File: config.mk
export PLATFORM = sky130hd
export DESIGN_NAME = redirect_ctrl
export DESIGN_NICKNAME = d
export VERILOG_FILES = /design/src/rtl/redirect_pkg.sv /design/src/rtl/ifu_os_cnt.sv /design/src/rtl/redirect_ctrl.sv
export SDC_FILE = /design/constraint.sdc
export NUM_CORES = 1
export LEC_CHECK = 0
export CAP_MARGIN = 40
export CELL_PAD_IN_SITES_DETAIL_PLACEMENT = 1
export CELL_PAD_IN_SITES_GLOBAL_PLACEMENT = 2
export CORE_MARGIN = 5
export CORE_UTILIZATION = 20
export DETAILED_ROUTE_END_ITERATION = 6
export PLACE_DENSITY = 0.82
export SYNTH_ARGS = -nofsm -noshare
export SYNTH_HDL_FRONTEND = slang
export SYNTH_SLANG_ARGS = --single-unit
export TNS_END_PERCENT = 100
File: constraint.sdc
create_clock -name clk -period 3.73 [get_ports clk]
set_clock_uncertainty 0.1 [all_clocks]
set_input_delay 0.746 -clock clk [delete_from_list [all_inputs] [get_ports clk]]
set_output_delay 0.746 -clock clk [all_outputs]
set_load 0.03 [all_outputs]
File: src/rtl/redirect_pkg.sv
// Shared types and defaults for the fetch-redirect controller.
//   XLEN          : redirect target width
//   MAX_OS        : maximum outstanding IFU fetch requests
//   redir_state_e : controller FSM states (IDLE / DRAIN / REDIR)
package redirect_pkg;
    localparam int XLEN   = 64;
    localparam int MAX_OS = 4;

    typedef enum logic [1:0] {
        IDLE  = 2'd0,
        DRAIN = 2'd1,
        REDIR = 2'd2
    } redir_state_e;
endpackage

File: src/rtl/ifu_os_cnt.sv
// Outstanding IFU fetch-request counter.
//   clk, rst   : clock, synchronous active-high reset
//   inc        : one request issued this cycle
//   dec        : one response returned this cycle
//   count      : registered outstanding count
//   count_next : value count takes at the next edge
module ifu_os_cnt #(
    parameter int MAX_OS = 4,
    parameter int W      = $clog2(MAX_OS + 1)
) (
    input  logic         clk,
    input  logic         rst,
    input  logic         inc,
    input  logic         dec,
    output logic [W-1:0] count,
    output logic [W-1:0] count_next
);

    // A request and a response in the same cycle cancel out.
    always_comb begin
        count_next = count;
        case ({inc, dec})
            2'b10:   count_next = count + 1'b1;
            2'b01:   count_next = count - 1'b1;
            default: count_next = count;
        endcase
    end

    always_ff @(posedge clk) begin
        if (rst) count <= '0;
        else     count <= count_next;
    end

    a_no_overflow: assert property (@(posedge clk) disable iff (rst)
        !(inc && !dec && count == W'(MAX_OS)));
    a_no_underflow: assert property (@(posedge clk) disable iff (rst)
        !(dec && count == '0));

endmodule

File: src/rtl/redirect_ctrl.sv
// Fetch redirect controller: takes branch/trap redirect events, flushes the
// back end, drains wrong-path IFU responses, then hands the target to the IFU.
//   clk, rst             : clock, synchronous active-high reset
//   bju_vld/taken/pc     : resolved branch; taken ones redirect fetch
//   trap_vld/pc          : trap/xret redirect from CSR unit (wins over bju)
//   ifu_req_fire/rsp_fire: IFU request issued / response received
//   redir_vld/pc/rdy     : redirect handshake to IFU (redir_pc is registered)
//   flush                : one-cycle kill of younger IDU/EXU instructions
//   rsp_drop             : current IFU response is wrong-path
//   busy                 : controller not idle; stalls issue
//   dbg_state/dbg_os_cnt : FSM state and outstanding count for observation
//
// Handshake: redir_vld holds high in REDIR until a cycle with
// redir_vld & redir_rdy; that cycle transfers redir_pc to the IFU.
module redirect_ctrl
    import redirect_pkg::*;
#(
    parameter int XLEN   = redirect_pkg::XLEN,
    parameter int MAX_OS = redirect_pkg::MAX_OS
) (
    input  logic                          clk,
    input  logic                          rst,
    input  logic                          bju_vld,
    input  logic                          bju_taken,
    input  logic [XLEN-1:0]               bju_pc,
    input  logic                          trap_vld,
    input  logic [XLEN-1:0]               trap_pc,
    input  logic                          ifu_req_fire,
    input  logic                          ifu_rsp_fire,
    output logic                          redir_vld,
    output logic [XLEN-1:0]               redir_pc,
    input  logic                          redir_rdy,
    output logic                          flush,
    output logic                          rsp_drop,
    output logic                          busy,
    output redir_state_e                  dbg_state,
    output logic [$clog2(MAX_OS+1)-1:0]   dbg_os_cnt
);

    localparam int CNT_W = $clog2(MAX_OS + 1);

    redir_state_e    state, state_next;
    logic [XLEN-1:0] target, target_next;
    logic            flush_q, flush_next;
    logic [CNT_W-1:0] cnt, cnt_next;
    logic            event_vld, start;
    logic [XLEN-1:0] event_pc;

    ifu_os_cnt #(.MAX_OS(MAX_OS), .W(CNT_W)) u_os_cnt (
        .clk        (clk),
        .rst        (rst),
        .inc        (ifu_req_fire),
        .dec        (ifu_rsp_fire),
        .count      (cnt),
        .count_next (cnt_next)
    );

    assign event_vld = trap_vld | (bju_vld & bju_taken);
    assign event_pc  = trap_vld ? trap_pc : bju_pc;

    always_comb begin
        state_next  = state;
        target_next = target;
        flush_next  = 1'b0;
        start       = 1'b0;
        case (state)
            IDLE: begin
                if (event_vld) start = 1'b1;
            end
            DRAIN: begin
                // Branches here are themselves wrong-path; only traps matter.
                if (trap_vld) begin
                    target_next = trap_pc;
                    flush_next  = 1'b1;
                end
                if (cnt_next == '0) state_next = REDIR;
            end
            REDIR: begin
                if (redir_rdy) begin
                    state_next = IDLE;
                    // Current handshake completes; a trap this cycle restarts.
                    if (trap_vld) start = 1'b1;
                end else if (trap_vld) begin
                    target_next = trap_pc;
                end
            end
            default: state_next = IDLE;
        endcase
        // Count uses next value so a request fired with the event is drained.
        if (start) begin
            target_next = event_pc;
            flush_next  = 1'b1;
            state_next  = (cnt_next != '0) ? DRAIN : REDIR;
        end
    end

    always_ff @(posedge clk) begin
        if (rst) begin
            state   <= IDLE;
            target  <= '0;
            flush_q <= 1'b0;
        end else begin
            state   <= state_next;
            target  <= target_next;
            flush_q <= flush_next;
        end
    end

    assign redir_vld  = (state == REDIR);
    assign redir_pc   = target;
    assign flush      = flush_q;
    assign rsp_drop   = (state == DRAIN) & ifu_rsp_fire;
    assign busy       = (state != IDLE);
    assign dbg_state  = state;
    assign dbg_os_cnt = cnt;

    a_no_req_when_busy: assert property (@(posedge clk) disable iff (rst)
        !(ifu_req_fire && busy));

endmodule

### Word-level counts from Yosys, hierarchy flattened

Index checks and enable logic that the tools add are counted.
W data, S select, Z words.

| cells by class | value |
|---|---|
| bitwise logic cells | 3 |
| mux-type cells | 17 |
| add/sub/neg operators | 2 |
| reductions and logical operators | 7 |
| eq/ne operators | 8 |

Operator list:

| operator | number |
|---|---|
| $mux W64 | 4 |
| $pmux W64 S2 | 1 |
| $mux W2 | 4 |
| $pmux W2 S3 | 1 |
| $pmux W3 S2 | 1 |
| $reduce_bool A3 Y1 | 2 |
| $mux W1 | 5 |
| $eq A2 B1 Y1 const B | 2 |
| $eq A2 B2 Y1 const B | 2 |
| $add A3 B1 Y3 const B | 1 |
| $logic_not A3 Y1 | 1 |
| $ne A3 B1 Y1 const B | 1 |
| $ne A3 B2 Y1 const B | 1 |
| $ne A3 B3 Y1 const B | 1 |
| $reduce_and A3 Y1 | 1 |
| $sub A3 B1 Y3 const B | 1 |
| $and A1 B1 Y1 | 2 |
| $logic_not A2 Y1 | 1 |
| $ne A2 B2 Y1 const B | 1 |
| $pmux W1 S2 | 1 |
| $reduce_and A2 Y1 | 1 |
| $reduce_bool A2 Y1 | 1 |
| $or A1 B1 Y1 | 1 |

| word-level totals | value |
|---|---|
| bits in registers | 70 |
| bits of input ports | 136 |
| word-level logic and storage cells | 41 |
| output and inout port bits | 73 |

### Longest topological paths before layout

Gate-level depths: netlist of the first run.

| logic depth | value |
|---|---|
| word-level depth | 6 |
| mapped depth | 7 |
| mapped depth without buffers | 7 |

### By module

A second synthesis of the first run with hierarchy kept.

| unflattened totals | value |
|---|---|
| cell total of the unflattened synthesis | 421 |
| area total of the unflattened synthesis | 3669.8 µm² |

Modules (own cells, without submodules):

| module | cells each | area an instance (µm²) | sequential area each (µm²) | times used |
|---|---|---|---|---|
| redirect_ctrl | 405 | 3492.1 | 1341.3 | 1 |
| ifu_os_cnt | 16 | 177.7 | 60.1 | 1 |

### Least setup slack after synthesis of the first run

OpenSTA, ideal clock, no wires.

| path | value |
|---|---|
| kind | input-to-reg |
| start | in ifu_req_fire |
| end | reg state[1], in the netlist dbg_state[1] |
| stages on the path | 7 |
| buffers on the path | 0 |
| library setup time | 0.121 ns |
| arrival | 2.183 ns |
| slack | 1.326 ns |
| required time | 3.509 ns |
| cells stage by stage | inv_1 ha_1 fa_1 xnor2_1 or3_1 nand3_1 a2bb2o_1 |

| between the ends | value |
|---|---|
| cells in the longest elaborated chain, start to end | 5 |
| elaborated cells on any way between the ends | 9 |
| classes of those cells | 3 x eq/ne; 3 x mux; 3 x reduce/logical |

Ends and longest elaborated chain:

| element | line | source |
|---|---|---|
| start, declared | redirect_ctrl.sv:28 | `input logic ifu_req_fire,` |
| $eq A2 B1 Y1 / $eq A2 B2 Y1 (equally long branches) | ifu_os_cnt.sv:22 | `case ({inc, dec})` |
| $pmux W3 S2 (*) | ifu_os_cnt.sv:22 |  |
| $logic_not A3 Y1 / $reduce_bool A3 Y1 (equally long branches) | redirect_ctrl.sv:76, redirect_ctrl.sv:93 |  |
| $ne A3 B3 Y1 (no line) / $mux W2 (equally long branches) | -- |  |
| $reduce_and A3 Y1 (no line) / $mux W2 (equally long branches) | -- |  |
| end signal, assigned | redirect_ctrl.sv:103 | `state <= state_next;` |
| end, declared | redirect_ctrl.sv:42 | `redir_state_e state, state_next;` |

Mark *: on every way between the ends. The rest lies on a longest branch, timed or not.
A chain may end at the register's enable or synchronous reset.

### Worst setup path in the final report of the first run

| path | value |
|---|---|
| start | in ifu_rsp_fire |
| end | out rsp_drop |

| between the ends | value |
|---|---|
| cells in the longest elaborated chain, start to end | 1 |

Ends and longest elaborated chain:

| element | line | source |
|---|---|---|
| start, declared | redirect_ctrl.sv:29 | `input logic ifu_rsp_fire,` |
| $and A1 B1 Y1 | redirect_ctrl.sv:112 | `assign rsp_drop = (state == DRAIN) & ifu_rsp_fire;` |
| end, declared | redirect_ctrl.sv:34 | `output logic rsp_drop,` |

No other way between the ends.

==> impl_summary.log, run 1 <==
[metrics] run status: finished clean
[metrics] die span in y: 137.3 µm
[metrics] clock network fraction of design power: 38.4%
[metrics] total nets after synthesis: 537
[metrics] synthesized instance count: 399
[metrics] cell taking the most area after synthesis: sky130_fd_sc_hd__dfxtp_1
[metrics] DRT Wirelength: 13250 µm
[metrics] Detailed Routing Iterations Pass 1: 4
[metrics] worst setup path category: in2out
[metrics] total global routing overflow: 0
[metrics] placement row count: 46
[metrics] fraction of layout instances using a drive strength above 1: 7.912%
[metrics] reported leakage power: 2.224 nW
[metrics] post-layout minimum cycle time: 2.913 ns
[metrics] share of the cycle needed by the critical path after routing: 78.09%
[metrics] setup_tns: 0 ns
[metrics] clock-pin slew of the registers on the worst-case setup and hold paths: 0.06 ns
[metrics] Layout Area Growth over Synthesis: 80.63%
[metrics] slew of the pin with the lowest slew margin: 0.5693 ns
[metrics] CP Max Fanout: 2
[metrics] cts hold-fix bufs: 0
[metrics] diode count: 0
[metrics] routability congestion estimate from global placement: 0.7135
[metrics] via count of the routed design: 3623
[metrics] Iteration-0 DRC Markers: 108
[metrics] detailed-placement wirelength estimate: 9767 µm
[metrics] reg2reg path depth: 5
[metrics] launching instance or port of the critical path: ifu_rsp_fire
[metrics] unrepaired setup endpoints after global routing: false
[metrics] total of max-cap violations: 0
[metrics] reg-to-reg critical path startpoint: dbg_state[0]
[metrics] I/O pins: 209
[metrics] placeable core region: 0.01589 mm²
[metrics] most common cell in the netlist: sky130_fd_sc_hd__nand2_1
[metrics] Distinct cells, synth: 30
[metrics] number of global-route vias before repair: 3933
[metrics] Longest Clk Path Bufs: 2
[metrics] clock sink total: 70
[metrics] Avg Cell Area, Syn: 8.125 µm²
[metrics] WP data required: 2.88 ns
[metrics] count of state elements after synthesis: 70
[metrics] final count of negative-setup-slack endpoints: 0
[metrics] launching element type of the critical path: input pin
[metrics] async set-reset flop share out of synthesis: 0%
[metrics] total CTS buffers: 9
[metrics] number of synthesized flops with an enable pin: 0
[metrics] most used flip-flop cell after synthesis: sky130_fd_sc_hd__dfxtp_1
[metrics] Worst Hold Class: reg2reg
[metrics] CTS tree: done
[metrics] nets: 727
[metrics] buffer cell driving the clock tree root: sky130_fd_sc_hd__clkbuf_16
[metrics] pin count of the biggest net entering global routing: 59
[metrics] count of buffers inserted at the top-level ports: 208
[metrics] power share of the sequential group: 32.0%
[metrics] Reg-to-Reg End: redir_pc[11]
[metrics] ranking of synthesized cells by area: sky130_fd_sc_hd__dfxtp_1 (43%), sky130_fd_sc_hd__nand2_1 (15%), sky130_fd_sc_hd__a311oi_1 (13%), sky130_fd_sc_hd__nor2_1 (8.0%), sky130_fd_sc_hd__a311oi_2 (7.9%)
[metrics] Total Die Area: 0.01886 mm²
[metrics] Resized cells post-CTS: 0
[metrics] setup slack of the most critical reg-to-reg path: 1.62 ns
[metrics] Arr. time, crit path: 2.07 ns
[metrics] Initial Utilization: 20.41%
[metrics] antenna violations before repair: 0
[metrics] Net Sw Power: 0.8437 mW
[metrics] detailed-route wire length per cell: 16.36 µm
[metrics] crit end category: output pin
[metrics] DRC violations left: 0
[metrics] worst slew margin relative to its limit: 62.05%
[metrics] number of endpoints with negative hold slack in the final report: 0
[metrics] overall routing resource usage: 13.68%
[metrics] total count of max-transition violations in the final report: 0
[metrics] sequential area share after synthesis: 43.23%
[metrics] top-area cell type share of the netlist area: 43.23%
[metrics] htree depth: 3
[metrics] Die W: 137.3 µm
[metrics] first-pass GRT wire length: 20310 µm
[metrics] Worst IR Drop VDD: 0.2200 mV
[metrics] Final Power: 2.793 mW
[metrics] clock latency of the later-clocked register in the worst-skew pair: 0.33 ns
[metrics] total of warnings raised by yosys: 0
[metrics] top post-synthesis cells by count: sky130_fd_sc_hd__nand2_1 (132), sky130_fd_sc_hd__dfxtp_1 (70), sky130_fd_sc_hd__nor2_1 (69), sky130_fd_sc_hd__a311oi_1 (47), sky130_fd_sc_hd__a311oi_2 (17)
[metrics] Netlist Area Pre-Place: 0.003242 mm²
[metrics] Int Pwr: 1.950 mW
[metrics] Routed Antenna Nets: 0
[metrics] via-per-instance ratio: 4.473
[metrics] power density normalized to cell area: 477.0 mW/mm²
[metrics] worst setup path endpoint: rsp_drop
[metrics] Fmax achieved: 0.3433 GHz
[metrics] buffers inserted during post-CTS setup optimization: 0
[metrics] switching fraction of total power: 30.20%
[metrics] combinational group share of total power: 29.7%
==> logic make-up (layout without fill, tap and decap cells) <==
group	Yosys count	count (layout)	share of synthesized area, %
AOI/OAI and AO/OA	74	74	22.69
xor gates and xnor gates	1	1	0.2702
adders and majority gates	2	2	1.003
buffers and inverters	38	233	6.059
DFF	70	70	43.23
muxes	1	1	0.3088
and+or+nand+nor	213	213	26.44
==> through the flow <==
stage                     cell area [µm²]  hold slack (ns)  std cells  util, %  setup WS (ns)
after global routing                 5856           0.4212        810    36.86         0.7981
after CTS                            5856           0.4044        810    36.86         0.8148
final                                5856           0.4008        810    36.86         0.8172
after floorplan                      3242           0.5165        399        -          1.326
after detailed placement             5485           0.3950        794    34.53         0.7113
after global placement               5485           0.3841        794    34.53         0.8027
==> power by group through the flow <==
stage	Sequential, mW	Clock, mW	Combinational [mW]
finish	0.893	1.07	0.829
global route	0.904	1.14	0.887
CTS	0.894	1.12	0.842
detailed placement	0.909	0	0.839
global placement	0.905	0	0.826
floorplan	1.07	0	0.274
==> cell usage in the layout (no fill, tap or decap), types with 2 or more instances in the layout <==
cell / n
sky130_fd_sc_hd__a21oi_1: 3
sky130_fd_sc_hd__a311oi_1: 47
sky130_fd_sc_hd__a311oi_2: 17
sky130_fd_sc_hd__buf_12: 2
sky130_fd_sc_hd__buf_4: 5
sky130_fd_sc_hd__bufinv_16: 4
sky130_fd_sc_hd__clkbuf_16: 9
sky130_fd_sc_hd__clkdlybuf4s50_1: 207
sky130_fd_sc_hd__dfxtp_1: 70
sky130_fd_sc_hd__inv_1: 2
sky130_fd_sc_hd__nand2_1: 131
sky130_fd_sc_hd__nand2b_1: 3
sky130_fd_sc_hd__nor2_1: 69
sky130_fd_sc_hd__nor2b_1: 2
sky130_fd_sc_hd__o21ai_0: 2
sky130_fd_sc_hd__or2_2: 2
==> per-layer routing <==
layer | track usage [%] | share of wire [%]
met5 | 0 | 0
met1 | 15.10 | 40
met3 | 5.442 | 8.1
met2 | 23.95 | 50
met4 | 4.490 | 1.5
==> critical path, stage by stage <==
cell,delay (ns)
sky130_fd_sc_hd__clkdlybuf4s50_1,0.48
sky130_fd_sc_hd__nand2_1,0.06
sky130_fd_sc_hd__nor2_1,0.10
sky130_fd_sc_hd__clkdlybuf4s50_1,0.68
==> how the worst min path moves through the flow <==
stage | cells after the start | end | start
2_1_floorplan | 2 | redir_pc[34] | redir_pc[34]
3_3_place_gp | 2 | redir_pc[52] | redir_pc[52]
3_5_place_dp | 2 | redir_pc[40] | redir_pc[40]
4_1_cts | 2 | redir_pc[40] | redir_pc[40]
5_1_grt | 2 | redir_pc[61] | redir_pc[61]
6_report | 2 | redir_pc[0] | redir_pc[0]
==> final cells by class <==
type                       count  area (µm²)
tap                          216       270.3
clock buffer                   9       225.2
sequential                    70        1401
multi-input combinational    291        1652
fill                        1887       10030
clock inverter                 7       145.1
timing repair buffer         215        2155
inverter                       2       7.507
==> flip-flops by register name (all words and copies together) (netlist names) <==
register	count
redir_pc	64
u_os_cnt.count	3
dbg_state	2
flush	1
Power figures use the tool's default switching activity.
==> inputs of run 2 (changes only) <==
--- a/config.mk
+++ b/config.mk
@@ -9,9 +9,9 @@
 export CELL_PAD_IN_SITES_DETAIL_PLACEMENT = 1
 export CELL_PAD_IN_SITES_GLOBAL_PLACEMENT = 2
 export CORE_MARGIN = 5
-export CORE_UTILIZATION = 20
+export CORE_UTILIZATION = 17
 export DETAILED_ROUTE_END_ITERATION = 6
-export PLACE_DENSITY = 0.82
+export PLACE_DENSITY = 0.74
 export SYNTH_ARGS = -nofsm -noshare
 export SYNTH_HDL_FRONTEND = slang
 export SYNTH_SLANG_ARGS = --single-unit
==> constraint.sdc (replaced) <==
create_clock -name clk -period 2.6 [get_ports clk]
set_clock_uncertainty 0.1 [all_clocks]
set_input_delay 0.52 -clock clk [delete_from_list [all_inputs] [get_ports clk]]
set_output_delay 0.52 -clock clk [all_outputs]
set_load 0.03 [all_outputs]
==> impl_summary.log, run 2 (synthesized netlist as in run 1, its figures left out) <==
[metrics] run status: finished clean
[metrics] via-per-instance ratio: 4.378 (-2.1%)
[metrics] worst slew margin relative to its limit: 65.55% (+3.5 points)
[metrics] reg2reg path depth: 5 (unchanged)
[metrics] setup_tns: 0 ns (unchanged)
[metrics] die span in y: 148.1 µm (+7.9%)
[metrics] Most Frequent Cell on Critical Path: sky130_fd_sc_hd__clkdlybuf4s50_1
[metrics] post-detailed-placement cell area: 0.005560 mm² (+1.4%)
[metrics] detailed-placement wirelength estimate: 9979 µm (+2.2%)
[metrics] Reg-to-Reg End: dbg_state[1]
[metrics] Resized cells post-CTS: 0 (unchanged)
[metrics] worst hold path cell count: 2 (unchanged)
[metrics] via count of the routed design: 3634 (+0.30%)
[metrics] Arr. time, crit path: 1.83 ns (-0.24 ns)
[metrics] Initial Utilization: 17.27% (-3.1 points)
[metrics] placeable core region: 0.01877 mm² (+18%)
[metrics] Longest Clk Path Bufs: 2 (unchanged)
[metrics] count of buffers inserted at the top-level ports: 208 (unchanged)
[metrics] total count of max-transition violations in the final report: 0 (unchanged)
[metrics] diode count: 0 (unchanged)
[metrics] number of buffer and inverter stages on the critical path: 2 (unchanged)
[metrics] leading cell types in the layout, fill and taps excluded: sky130_fd_sc_hd__clkdlybuf4s50_1 (207), sky130_fd_sc_hd__nand2_1 (131), sky130_fd_sc_hd__dfxtp_1 (70)
[metrics] DRT Wirelength: 13530 µm (+2.1%)
[metrics] WP data required: 1.98 ns (-0.90 ns)
[metrics] final count of negative-setup-slack endpoints: 0 (unchanged)
[metrics] footprint of the multi-input gates: 0.001652 mm² (unchanged)
[metrics] crit end category: output pin
[metrics] setup slack of the most critical reg-to-reg path: 0.71 ns (-0.91 ns)
[metrics] share of the cycle needed by the critical path after routing: 94.11%
[metrics] reported leakage power: 2.212 nW (-0.52%)
[metrics] total CTS buffers: 9 (unchanged)
[metrics] Routed Antenna Nets: 0 (unchanged)
[metrics] clock-pin slew of the registers on the worst-case setup and hold paths: 0.05 ns (about the same)
[metrics] cts hold-fix bufs: 0 (unchanged)
[metrics] worst setup path category: in2out
[metrics] placed cell count: 814 (+2.5%)
[metrics] first-pass GRT wire length: 21560 µm (+6.2%)
[metrics] buffer cell driving the clock tree root: sky130_fd_sc_hd__clkbuf_16
[metrics] Largest register FFs: 64 (unchanged)
[metrics] Fmax achieved: 0.4087 GHz
[metrics] post-layout minimum cycle time: 2.447 ns
[metrics] power density normalized to cell area: 635.0 mW/mm² (+33%)
[metrics] fraction of layout instances using a drive strength above 1: 8.221% (+0.31 points)
[metrics] Critical Path Max Stage Delay: 0.67 ns (about the same)
[metrics] area of all placed cells without fillers: 0.005851 mm² (about the same)
[metrics] most common library cell in the layout ignoring fill and taps: sky130_fd_sc_hd__clkdlybuf4s50_1
[metrics] Top Family by Delay on Critical Path: buffers and inverters
[metrics] antenna violations before repair: 0 (unchanged)
[metrics] clock sink total: 70 (unchanged)
[metrics] I/O pins: 209 (unchanged)
[metrics] total of max-cap violations: 0 (unchanged)
[metrics] slew of the pin with the lowest slew margin: 0.5168 ns (-0.05252 ns)
[metrics] startpoint of the most critical hold path: redir_pc[7]
[metrics] sequence of cells on the critical path: clkdlybuf4s50_1 > nand2_1 > nor2_1 > clkdlybuf4s50_1
[metrics] Worst IR Drop VDD: 0.2614 mV (+19%)
[metrics] Layout Area Growth over Synthesis: 80.47% (about the same)
[metrics] placement row count: 50 (+8.7%)
[metrics] storage element area: 0.001401 mm² (unchanged)
[metrics] Die W: 148.1 µm (+7.9%)
[metrics] clock latency of the later-clocked register in the worst-skew pair: 0.33 ns (about the same)
[metrics] end-of-flow core utilization: 31.17% (-5.7 points)
[metrics] Final WS setup: 0.1530 ns (-0.6641 ns)
[metrics] standard cell with the maximum stage delay on the critical path: sky130_fd_sc_hd__clkdlybuf4s50_1
[metrics] post-layout instance count excluding filler cells: 830 (+2.5%)
[metrics] number of endpoints with negative hold slack in the final report: 0 (unchanged)
[metrics] unrepaired setup endpoints after global routing: false
[metrics] nets: 729 (+0.28%)
[metrics] launching element type of the critical path: input pin
[metrics] Iteration-0 DRC Markers: 102 (-5.6%)
[metrics] DRC violations left: 0 (unchanged)
[metrics] CTS tree: done
[metrics] total global routing overflow: 0 (unchanged)
[metrics] detailed-route wire length per cell: 16.30 µm (-0.38%)
[metrics] CP Max Fanout: 2 (unchanged)
[metrics] worst hold path endpoint: redir_pc[7]
[metrics] overall routing resource usage: 12.27% (-1.4 points)
[metrics] htree depth: 3 (unchanged)
[metrics] reg-to-reg critical path startpoint: u_os_cnt.count[0]
[metrics] Post-Place Setup Slack: -0.1335 ns (-0.8448 ns)
[metrics] buffers inserted during post-CTS setup optimization: 0 (unchanged)
[metrics] Total Die Area: 0.02193 mm² (+16%)
[metrics] Detailed Routing Iterations Pass 1: 4 (unchanged)
[metrics] pin count of the biggest net entering global routing: 65 (+10%)
[metrics] total number of cells along the worst setup path: 4 (unchanged)
[metrics] Worst Hold Class: reg2reg
[metrics] Fillers: 2197 (+16%)
[metrics] routability congestion estimate from global placement: 0.7705 (+8.0%)
[metrics] number of global-route vias before repair: 3949 (+0.41%)
## run 2: how the worst max path moves through the flow
stage                            start           end  slack, ns
after floorplan           ifu_req_fire  dbg_state[1]       0.42
after global placement    ifu_req_fire  dbg_state[1]      -0.09
after detailed placement  ifu_req_fire  dbg_state[1]      -0.13
after CTS                 ifu_rsp_fire      rsp_drop       0.14
after global routing      ifu_rsp_fire      rsp_drop        0.1
final                     ifu_rsp_fire      rsp_drop       0.15
## run 2: worst min-delay path, delay by kind of cell (launching register included)
family	cells	cell delay (ns)
flip-flops	1	0.31
AND/OR/NAND/NOR	1	0.09
AO/OA/AOI/OAI	1	0.05
## run 2: area by class of cell
class                           instances  area share, %
Sequential cell                        70          23.95
Timing Repair Buffer                  217          37.72
Multi-Input combinational cell        291          28.23
Clock inverter                          7          1.112
Tap cell                              234          5.004
Inverter                                2         0.1283
Clock buffer                            9          3.849
## run 2: metal layers
metal | up-vias | part of all wire (%) | global-route usage, %
li1 | 1767 | - | -
met1 | 1718 | 43 | 14.48
met2 | 140 | 47 | 20.42
met3 | 9 | 9.2 | 5.606
met4 | 0 | 0.90 | 2.910
met5 | - | 0 | 0
## run 2: per-stage QoR
stage	hold WS (ns)	total power, mW
final	0.3974	3.715
after CTS	0.4037	3.799
after floorplan	0.5165	1.931
after global routing	0.4170	3.918
after global placement	0.3825	2.506
after detailed placement	0.3968	2.530
## run 2: report_power, final
part | switching [mW] | internal, mW | total, mW
sequential | 0.0801 | 1.20 | 1.28
clock | 0.491 | 0.736 | 1.23
combinational | 0.637 | 0.571 | 1.21
